## src/rtl/multdiv_pkg.sv

```systemverilog
// rtl/multdiv_pkg.sv - shared types and constants for the mult/div issue controller
package multdiv_pkg;

  // Controller state: accept in IDLE, one-cycle start pulse in ISSUE,
  // wait for the unit in BUSY, hold the writeback payload in DONE.
  typedef enum logic [1:0] {
    ST_IDLE  = 2'd0,
    ST_ISSUE = 2'd1,
    ST_BUSY  = 2'd2,
    ST_DONE  = 2'd3
  } md_state_t;

  // Exception writeback goes to $rstatus with an op-specific code.
  localparam int unsigned RSTATUS_REG = 30;
  localparam int unsigned EXC_MUL     = 4;
  localparam int unsigned EXC_DIV     = 5;

endpackage

```

## src/rtl/multdiv_watchdog.sv

```systemverilog
// rtl/multdiv_watchdog.sv - BUSY-cycle watchdog for the mult/div issue controller
// Ports:
//   clock, reset : clock and synchronous active-high reset
//   clear        : zero the counter (held while the controller is in ISSUE)
//   count_en     : count one cycle (controller is in BUSY)
//   expired      : high in the BUSY cycle that completes TIMEOUT_CYCLES cycles
module multdiv_watchdog #(
  parameter int unsigned TIMEOUT_CYCLES = 64
) (
  input  logic clock,
  input  logic reset,
  input  logic clear,
  input  logic count_en,
  output logic expired
);

  localparam int unsigned CW = (TIMEOUT_CYCLES > 2) ? $clog2(TIMEOUT_CYCLES) : 1;

  logic [CW-1:0] count;

  always_ff @(posedge clock) begin
    if (reset || clear) begin
      count <= '0;
    end else if (count_en && !expired) begin
      count <= count + 1'b1;
    end
  end

  // The count value during BUSY cycle k (first BUSY cycle is k=0) is k, so the
  // flag fires on the last of TIMEOUT_CYCLES BUSY cycles and the controller
  // leaves BUSY on the next edge.
  assign expired = count_en && (count == CW'(TIMEOUT_CYCLES - 1));

endmodule

```

## src/rtl/multdiv_issue_ctrl.sv

```systemverilog
// rtl/multdiv_issue_ctrl.sv - issue/writeback controller in front of the mult/div unit
// Optional watchdog: define MULTDIV_TIMEOUT_EN to time out BUSY after TIMEOUT_CYCLES.
// Ports:
//   clock, reset                         : clock, synchronous active-high reset
//   req_valid, req_is_mult, req_is_div   : request from execute (mult wins if both)
//   req_a, req_b, req_rd                 : operands and destination register
//   flush                                : kill any accepted or in-flight operation
//   stall                                : registered freeze of stages up to execute
//   ctrl_MULT, ctrl_DIV                  : one-cycle start pulses to the unit
//   data_operandA, data_operandB         : registered operands, held until next accept
//   data_result, data_exception,
//   data_resultRDY                       : completion from the unit
//   wb_valid, wb_ready, wb_rd, wb_data   : writeback handshake and payload
module multdiv_issue_ctrl
  import multdiv_pkg::*;
#(
  parameter int unsigned DATA_W         = 32,
  parameter int unsigned REG_W          = 5,
  parameter int unsigned TIMEOUT_CYCLES = 64
) (
  input  logic              clock,
  input  logic              reset,
  input  logic              req_valid,
  input  logic              req_is_mult,
  input  logic              req_is_div,
  input  logic [DATA_W-1:0] req_a,
  input  logic [DATA_W-1:0] req_b,
  input  logic [REG_W-1:0]  req_rd,
  input  logic              flush,
  output logic              stall,
  output logic              ctrl_MULT,
  output logic              ctrl_DIV,
  output logic [DATA_W-1:0] data_operandA,
  output logic [DATA_W-1:0] data_operandB,
  input  logic [DATA_W-1:0] data_result,
  input  logic              data_exception,
  input  logic              data_resultRDY,
  output logic              wb_valid,
  input  logic              wb_ready,
  output logic [REG_W-1:0]  wb_rd,
  output logic [DATA_W-1:0] wb_data
);

  md_state_t        state;
  md_state_t        state_next;
  logic             op_mult_q;
  logic [REG_W-1:0] rd_q;
  logic             accept;
  logic             wd_expired;
  logic             capture;
  logic             capture_exc;

  assign accept = req_valid && (req_is_mult || req_is_div) && !flush;

`ifdef MULTDIV_TIMEOUT_EN
  multdiv_watchdog #(
    .TIMEOUT_CYCLES(TIMEOUT_CYCLES)
  ) u_watchdog (
    .clock    (clock),
    .reset    (reset),
    .clear    (state == ST_ISSUE),
    .count_en (state == ST_BUSY),
    .expired  (wd_expired)
  );
`else
  assign wd_expired = 1'b0;
`endif

  always_comb begin
    state_next  = state;
    ctrl_MULT   = 1'b0;
    ctrl_DIV    = 1'b0;
    wb_valid    = 1'b0;
    capture     = 1'b0;
    capture_exc = 1'b0;
    case (state)
      ST_IDLE: begin
        if (accept) state_next = ST_ISSUE;
      end
      ST_ISSUE: begin
        // RDY is deliberately not looked at here: any RDY now belongs to a
        // killed operation. The pulse is driven even if flush is high.
        ctrl_MULT  = op_mult_q;
        ctrl_DIV   = !op_mult_q;
        state_next = flush ? ST_IDLE : ST_BUSY;
      end
      ST_BUSY: begin
        if (flush) begin
          state_next = ST_IDLE;
        end else if (data_resultRDY) begin
          capture     = 1'b1;
          capture_exc = data_exception;
          state_next  = ST_DONE;
        end else if (wd_expired) begin
          capture     = 1'b1;
          capture_exc = 1'b1;
          state_next  = ST_DONE;
        end
      end
      ST_DONE: begin
        // Hiding valid under flush keeps a killed result from handshaking.
        wb_valid = !flush;
        if (flush || wb_ready) state_next = ST_IDLE;
      end
      default: state_next = ST_IDLE;
    endcase
  end

  always_ff @(posedge clock) begin
    if (reset) begin
      state         <= ST_IDLE;
      stall         <= 1'b0;
      op_mult_q     <= 1'b0;
      rd_q          <= '0;
      data_operandA <= '0;
      data_operandB <= '0;
      wb_rd         <= '0;
      wb_data       <= '0;
    end else begin
      state <= state_next;
      // Registered stall mirrors "not idle" of the upcoming cycle, so it drops
      // the cycle after the handshake or flush.
      stall <= (state_next != ST_IDLE);
      if (state == ST_IDLE && accept) begin
        op_mult_q     <= req_is_mult;
        rd_q          <= req_rd;
        data_operandA <= req_a;
        data_operandB <= req_b;
      end
      if (capture) begin
        if (capture_exc) begin
          wb_rd   <= REG_W'(RSTATUS_REG);
          wb_data <= op_mult_q ? DATA_W'(EXC_MUL) : DATA_W'(EXC_DIV);
        end else begin
          wb_rd   <= rd_q;
          wb_data <= data_result;
        end
      end
    end
  end

endmodule

```

## config.mk

```make
export PLATFORM = sky130hd
export DESIGN_NAME = multdiv_issue_ctrl
export DESIGN_NICKNAME = d
export VERILOG_FILES = /design/src/rtl/multdiv_pkg.sv /design/src/rtl/multdiv_watchdog.sv /design/src/rtl/multdiv_issue_ctrl.sv
export SDC_FILE = /design/constraint.sdc
export NUM_CORES = 1
export LEC_CHECK = 0
export CORE_AREA = 10 10 116 118
export CTS_CLUSTER_SIZE = 16
export DETAILED_ROUTE_END_ITERATION = 6
export DIE_AREA = 0 0 126 128
export PLACE_DENSITY_LB_ADDON = 0.3
export SLEW_MARGIN = 30
export SYNTH_ARGS = -nofsm -noshare
export SYNTH_HDL_FRONTEND = slang
export SYNTH_SLANG_ARGS = --single-unit
export TNS_END_PERCENT = 1
```

## constraint.sdc

```tcl
create_clock -name clock -period 2.6 [get_ports clock]
set_clock_uncertainty 0.2 [all_clocks]
set_input_delay 0.26 -clock clock [delete_from_list [all_inputs] [get_ports clock]]
set_output_delay 0.26 -clock clock [all_outputs]
set_load 0.02 [all_outputs]
```

==> After elaboration in Yosys (flattened, before gate mapping) <==
Index checks and enable logic that the tools add are counted.
{ "word_totals": {"register_bits": 110, "inputBits": 110, "out_inout_bits": 105} }
{ "op_classes": {"n_eq_ne": 3, "n_mux": 18, "reduce_logical": 9} }
{ "ops": {"columns": ["cell", "n"], "rows": [
  ["$mux W32", 1],
  ["$mux W1", 10],
  ["$mux W2", 5],
  ["$pmux W2 S4", 1],
  ["$mux W5", 1],
  ["$eq A2 B2 Y1 const B", 2],
  ["$logic_and A1 B1 Y1", 3],
  ["$eq A2 B1 Y1 const B", 1],
  ["$logic_not A1 Y1", 2],
  ["$logic_not A2 Y1", 1],
  ["$logic_or A1 B1 Y1", 2],
  ["$reduce_bool A2 Y1", 1]
]} }

==> Depth between registers and ports, before layout <==
Gate-level depths: netlist (run 1).
{ "depth": {"depth_word": 6, "ltp_mapped": 6} }

==> Worst setup path before layout (run 1) <==
Ideal clock, no wire load.
{ "synth_timing": {"path_type": "reg-to-reg", "from": "register state[0]", "to": "register op_mult_q", "setup_time_ns": 0.116, "arrival_time_ns": 1.684, "t_required_ns": 2.284, "slack_ns": 0.600, "stages_incl_launch_ff": 7, "path_buffers": 3, "synth_period_minus_slack_ns": 2.000, "cell_sequence": "dfxtp_1 > or4b_1 > buf_2 > or2_1 > buf_6 > buf_6 > a31o_1"} }
{ "synth_between": {"elab_chain_len": 2} }
{ "synth_lines": {"columns": ["item", "line_no", "text"], "rows": [
  ["start, declared", "multdiv_issue_ctrl.sv:44", "md_state_t state;"],
  ["start signal, assigned", "multdiv_issue_ctrl.sv:120", "state <= state_next;"],
  ["$logic_not A2 Y1", "multdiv_issue_ctrl.sv:124", "if (state == ST_IDLE && accept) begin"],
  ["$logic_and A1 B1 Y1", "multdiv_issue_ctrl.sv:124", null],
  ["end signal, assigned", "multdiv_issue_ctrl.sv:125", "op_mult_q <= req_is_mult;"],
  ["end, declared", "multdiv_issue_ctrl.sv:46", "logic op_mult_q;"]
]} }
No other way between the ends.
A chain may end at the register's enable or synchronous reset.

==> Worst setup path after layout (run 1) <==
{ "layout_timing": {"from": "input flush", "to": "register data_operandB[16]"} }
{ "layout_between": {"elab_chain_len": 3} }
{ "layout_lines": {"columns": ["item", "line_no", "text"], "rows": [
  ["start, declared", "multdiv_issue_ctrl.sv:29", "input logic flush,"],
  ["$logic_not A1 Y1", "multdiv_issue_ctrl.sv:53", "assign accept = req_valid && (req_is_mult || req_is_div) && !flush;"],
  ["$logic_and A1 B1 Y1", "multdiv_issue_ctrl.sv:53", null],
  ["$logic_and A1 B1 Y1", "multdiv_issue_ctrl.sv:124", null],
  ["end signal, assigned", "multdiv_issue_ctrl.sv:128", "data_operandB <= req_b;"],
  ["end, declared", "multdiv_issue_ctrl.sv:34", "output logic [DATA_W-1:0] data_operandB,"]
]} }
No other way between the ends.

==> results.toml, run 1 <==
[yosys]
synth.area.top_cells = "dfxtp_1 (50%), a31o_1 (9.8%), nor4b_1 (9.6%), nand3b_1 (5.3%), nand2_1 (4.4%)"
yosys.area.top_type = "dfxtp_1"
synth_most_common_cell = "dfxtp_1"
synth-edff-count = 0
synth_flop_cell = "dfxtp_1"
netlist_instances = 456
ys_top_cells_by_count = "dfxtp_1 (110), nand2_1 (52), a31o_1 (49)"
synth-seq-area-share_pct = 50.2
syn-cell-area_mm2 = 0.00439
ys_ff_latch = 110
syn-num-nets = 566
avgSynthCellArea_um2 = 9.63
synthArstFlopShare_pct = 0
synth_cell_types = 31
synth_top_area_share_pct = 50.2
yosysWarnings = 0

[floorplanning]
initial_core_util_pct = 39.1
ioPinCount = 215
die-area_mm2 = 0.0161
core_mm2 = 0.0112
rows = 39
die_width_um = 126
die_y_um = 128

[clock_network]
insertion_delay_ps = 340
htreeDepth = 3
numCtsBuffers = 9
ctsHoldBuffers = 0
post_cts_buffers = 0
cts_resized = 0
tritoncts = "done"
clock_tree.root_cell = "clkbuf_16"
cts.path.max_buffers = 2
clock-sinks = 110
path_clk_slew_ps = 70

[worst_setup_path]
worstPathMaxFanout = 72
critical_path.top_delay_family = "simple AND/OR/NAND/NOR gates"
path_buf_inv = 2
critical_path_arrival_ps = 2350
crit_slowest_cell = "or4b_2"
reg2reg_depth = 4
worst_setup_path_start_kind = "input pin"
cp-end-kind = "register"
crit_chain = "clkdlybuf4s50_1 > or4b_2 > buf_4 > nor4b_1 > a31o_1"
worst-path-stages = 5
critPathKind = "in -> reg"
required_ps = 2680
slowest_delay_ps = 690

[sta]
maxSlewHeadroom_pct = 48.9
fin_tns_setup_ps = 0
worst_pin_slew_ps = 766
worst_slack_ps = 334
min_period_over_period_pct = 87.2
finalHoldViolations = 0
setup_viol = 0
period_minus_slack_ps = 2270
drv_slew = 0
rsz0062_at_grt = "no"
max_freq_mhz = 441

[run_status]
status = "finished, final reports clean"

[global_route]
grt_pass1_wl_um = 23600
grt.total_usage_pct = 17.6
grt_max_degree = 73
grt-ovfl-total = 0
grt_pass1_vias = 4283
grt_antenna_before_repair = 1

[placed_design]
hpwlAfterDp_um = 10400
post-place-ws_ps = 28.2
place.gp.congestion = 0.820
post_dp_cell_area_mm2 = 0.00658
port-buffer-count = 214

[routing]
drt-total-wl_um = 15000
ant_nets = 0
drc_errors = 0
route.vias.total = 4266
wl_per_cell_um = 19.1
vias_per_cell = 5.43
drt_iter0_markers = 223
dr.pass1.iters = 4

[power]
power_uw = 3670
leakagePower_uw = 0.00230
ir_drop_mv = 0.396
power.density_mw_per_mm2 = 534

[job]
maxCapViolCount = 0

[cells_and_area]
antenna_cells = 0
fillers = 961
drive_gt1_share_pct = 4.82
area_growth_pct = 56.6
postLayoutCoreUtil_pct = 61.3
design_area_mm2 = 0.00688
nets = 749

[hold_path]
whs_path_depth = 2
hp-class = "reg -> reg"
-- cells by family (layout without fill, tap and decap cells) --
logic type,Yosys count,count (layout),share of synthesized area [%]
and+or+nand+nor,162,162,23.5
AOI/OAI and AO/OA,126,126,19.9
DFF,110,110,50.2
buffers and inverters,57,244,6.18
muxes,1,1,0.228
-- layout by cell type (no fill, tap or decap), types with 2 or more instances in the layout --
master / Yosys / routed
buf_12: 0 / 2
nand3b_1: 31 / 31
o211ai_1: 21 / 21
clkbuf_16: 0 / 9
nor2_1: 8 / 7
clkinvlp_4: 0 / 2
nor2b_1: 2 / 2
clkdlybuf4s50_1: 0 / 213
clkbuf_1: 38 / 2
nand2_1: 52 / 52
inv_1: 2 / 2
a31o_1: 49 / 49
nor3_1: 10 / 10
a21oi_1: 31 / 31
nor4b_1: 48 / 48
nor3b_1: 4 / 4
o21ai_1: 17 / 17
o21ai_0: 5 / 5
buf_4: 0 / 10
dfxtp_1: 110 / 110
-- worst register-to-register path: cells and delay by family (launching register included) --
family / cells / cell delay (ps)
DFF: 1 / 390
and+or+nand+nor: 2 / 1090
AOI/OAI and AO/OA: 1 / 150
buffers and inverters: 1 / 370
-- sequential cells by signal, summed over array words and instances (netlist names) --
name           cells
state              2
wb_data           32
data_operandA     32
rd_q               5
data_operandB     32
wb_rd              5
op_mult_q          1
stall              1
-- layer usage --
metal | up-vias | track usage [%] | share of wire (%)
met3 | 17 | 8.44 | 11
met4 | 2 | 5.16 | 1.3
li1 | 2040 | - | -
met5 | - | 0 | 0.087
met2 | 167 | 28.7 | 47
met1 | 2040 | 20.0 | 40
-- report_power, final --
part | internal [uW] | switching [uW] | leakage (uW) | total (uW)
Clock | 769 | 586 | 0.000135 | 1360
Combinational | 298 | 253 | 0.00127 | 551
Sequential | 1740 | 28.3 | 0.000893 | 1770
-- final timing paths --
kind | start | to | slack, ps
setup / recovery | flush | data_operandB[16] | 330
hold / removal | wb_data[14] | wb_data[14] | 250
setup reg to reg | state[1] | data_operandB[16] | 340
hold reg to reg | wb_data[14] | wb_data[14] | 250
-- metrics by stage --
step | hold WS (ps) | std cells
floorplan | 193 | 456
global placement | 238 | 771
detailed placement | 245 | 771
CTS | 245 | 786
global route | 268 | 786
finish | 251 | 786
-- cell type report --
type	count	area (um2)	share of cell area [%]
timing repair buffer	226	2250	32.8
sequential	110	2200	32.0
multi-input combinational	289	1940	28.2
clock buffer	12	246	3.59
tap	143	179	2.60
clock inverter	3	45.0	0.655
inverter	3	11.3	0.164
Note: power is estimated with default switching activity, not from simulation.
==> inputs of run 2 (changes only) <==
- SYNTH_HIERARCHICAL: unset -> 1
- TNS_END_PERCENT: 1 -> 100
==> results of run 2 <==
No change in the layout: final DEF, timing and power equal those of run 1.
Among the figures that moved: Yosys warning count 0 -> 6
==> inputs of run 3 (changes only) <==
- SLEW_MARGIN: 30 -> 20
- SYNTH_HIERARCHICAL: 1 -> unset
==> results of run 3 <==
No change in the layout: final DEF, timing and power equal those of run 1.
==> variant: new RTL, flow settings as in run 1 <==
Set the parameter `DATA_W` to 28 (it was 32).
--- a/src/rtl/multdiv_issue_ctrl.sv
+++ b/src/rtl/multdiv_issue_ctrl.sv
@@ -15,5 +15,5 @@
   import multdiv_pkg::*;
 #(
-  parameter int unsigned DATA_W         = 32,
+  parameter int unsigned DATA_W         = 28,
   parameter int unsigned REG_W          = 5,
   parameter int unsigned TIMEOUT_CYCLES = 64
Interface: changed (6 resized); port bits go from 215 to 191. The function was not compared with the original's and may differ.
==> variant against run 1 <==
- synthesized cell count shrank 9.9%
- setup slack gained 0.071 ns
- highest routed layer is now met4
- largest power group unchanged
- area after synthesis shrank 7.4%
- sequential cell count shrank 12
- fmax grew 3.2%
- largest cell class unchanged
- wire length shrank 14%
- critical path type is now reg2out
- total power shrank 11%
- first-iteration DRC count shrank 14%
- final area shrank 8.2%
==> variant: results (changes against run 1) <==
The wire length per cell after detailed routing was 17.9 um (was 19.1 um). The run gives 1.74 ns (was 2.35 ns) as the data arrival time of the critical path. The largest stage delay on the critical path was 0.66 ns (was 0.69 ns).

The critical-path maximum fanout was 10 (was 72). The first-pass GRT wire length came out at 20400 um (was 23600 um). The final estimated routing congestion in global placement is 0.776 (was 0.820), and the HPWL after detailed placement is 9090 um (was 10400 um). The wire length after detailed routing was 12900 um (was 15000 um); the number of placed cells counting well taps was 706 (was 771). The violation count after the first detailed-routing iteration is 191 (was 223), and the measured slew at the worst slew-check pin is 0.800 ns (was 0.766 ns).

Pre-CTS worst setup slack: 0.149 ns (was 0.0282 ns). Leading post-synthesis cells by cell area: dfxtp_1 48%, a31o_1 8.4%, nor4b_2 6.6%, nand3b_1 5.0%, nor4b_1 4.7% (was dfxtp_1 50%, a31o_1 9.8%, nor4b_1 9.6%, nand3b_1 5.3%, nand2_1 4.4%). The logs give 5 (was 4) for the detailed-routing iteration count for the pre-antenna-repair pass and 98 (was 110) for the number of sinks on the clock net. The startpoint of the most critical hold path is wb_data[25] (was wb_data[14]).

For the static leakage, the log shows 2.09 nW (was 2.30 nW). The mux share of post-synthesis cell area was 0.246% (was 0.228%). The run gives 293 uV (was 396 uV) as the worst voltage drop across the vdd grid.

The class of the tightest hold or removal check is reg2reg (unchanged). The sequential fraction of the synthesis area is 48.2% (was 50.2%), and the number of different library cells in the post-synthesis netlist is 30 (was 31). The run finished with clean final reports. The largest net degree at the start of global routing is 65 (was 73). The cell type of the slowest stage on the worst timing path is clkdlybuf4s50_1 (was or4b_2).

The all-layer global routing usage came out at 15.1% (was 17.6%). Origin of the worst setup path: state[0] (was flush). Compound-cell area share of the yosys netlist: 19.3% (was 19.9%). Most frequent cells after synthesis: 98 x dfxtp_1, 48 x nand2_1, 39 x a31o_1 (was 110 x dfxtp_1, 52 x nand2_1, 49 x a31o_1). Final-stage net count: 672 (was 749). The via count of the first global-routing pass is 3874 (was 4283). Top Registers: data_operandA (28), data_operandB (28), wb_data (28) (was data_operandA (32), data_operandB (32), wb_data (32)).

The total of buffers placed on input and output ports came out at 190 (was 214). Kind of cell with the highest combined delay on the critical path: buffers and inverters (was simple AND/OR/NAND/NOR gates). The net count after synthesis came out at 509 (was 566). For the number of filler instances in the final layout, the log shows 1039 (was 961).
[variant: cell count changes in the layout (fill, tap and decap cells not counted), sizes merged, moves of 2 or more]
cell	before	now
clkdlybuf4s50	213	189
a21oi	31	27
a31o	49	41
clkinvlp	2	4
nor4b	48	40
nand3b	31	27
nand2	52	48
dfxtp	110	98
[variant: kinds of logic after synthesis]
family                 Yosys count
AO/OA/AOI/OAI                  114
buffers and inverters           52
flip-flops                      98
multiplexers                     1
AND/OR/NAND/NOR                146
[variant: worst paths after layout]
path	cells after the start	slack, ns	endpoint
setup / recovery	2	0.40	ctrl_MULT
setup reg to reg	4	0.43	rd_q[3]
hold reg to reg	2	0.25	wb_data[25]
hold / removal	2	0.25	wb_data[25]
[variant: worst reg2reg max path: stages (launching register included)]
cell and delay (ns):
dfxtp_1 0.40, or4b_4 0.55, buf_4 0.36, nor4b_1 0.46
a31o_1 0.15
[variant: routing by layer]
layer	track usage (%)	up-vias	part of all wire, %
met1	17.8	1799	43
met3	7.90	10	11
met2	23.5	148	45
met5	0	-	0
li1	-	1834	-
met4	3.88	0	1.3
[variant: cell type report]
cell class	instances	area share (%)
tap	143	2.84
clock buffer	11	3.69
clock inverter	4	0.476
inverter	3	0.178
multi-input combinational	261	29.3
antenna	1	0.0397
sequential	98	31.1
timing repair buffer	201	32.4
[variant: through the flow]
step / utilization [%] / total power, mW / area [um^2]
finish: 56.2 / 3.26 / 6310
global route: 56.2 / 3.40 / 6310
CTS: 56.2 / 3.31 / 6310
detailed placement: 53.9 / 2.11 / 6040
global placement: 53.9 / 2.11 / 6040
floorplan: - / 1.84 / 4070
[variant: power breakdown]
group	leakage, nW	switching [mW]	total (mW)	internal (mW)
combinational	1.18	0.229	0.503	0.273
clock	0.114	0.540	1.18	0.644
sequential	0.795	0.0265	1.58	1.55
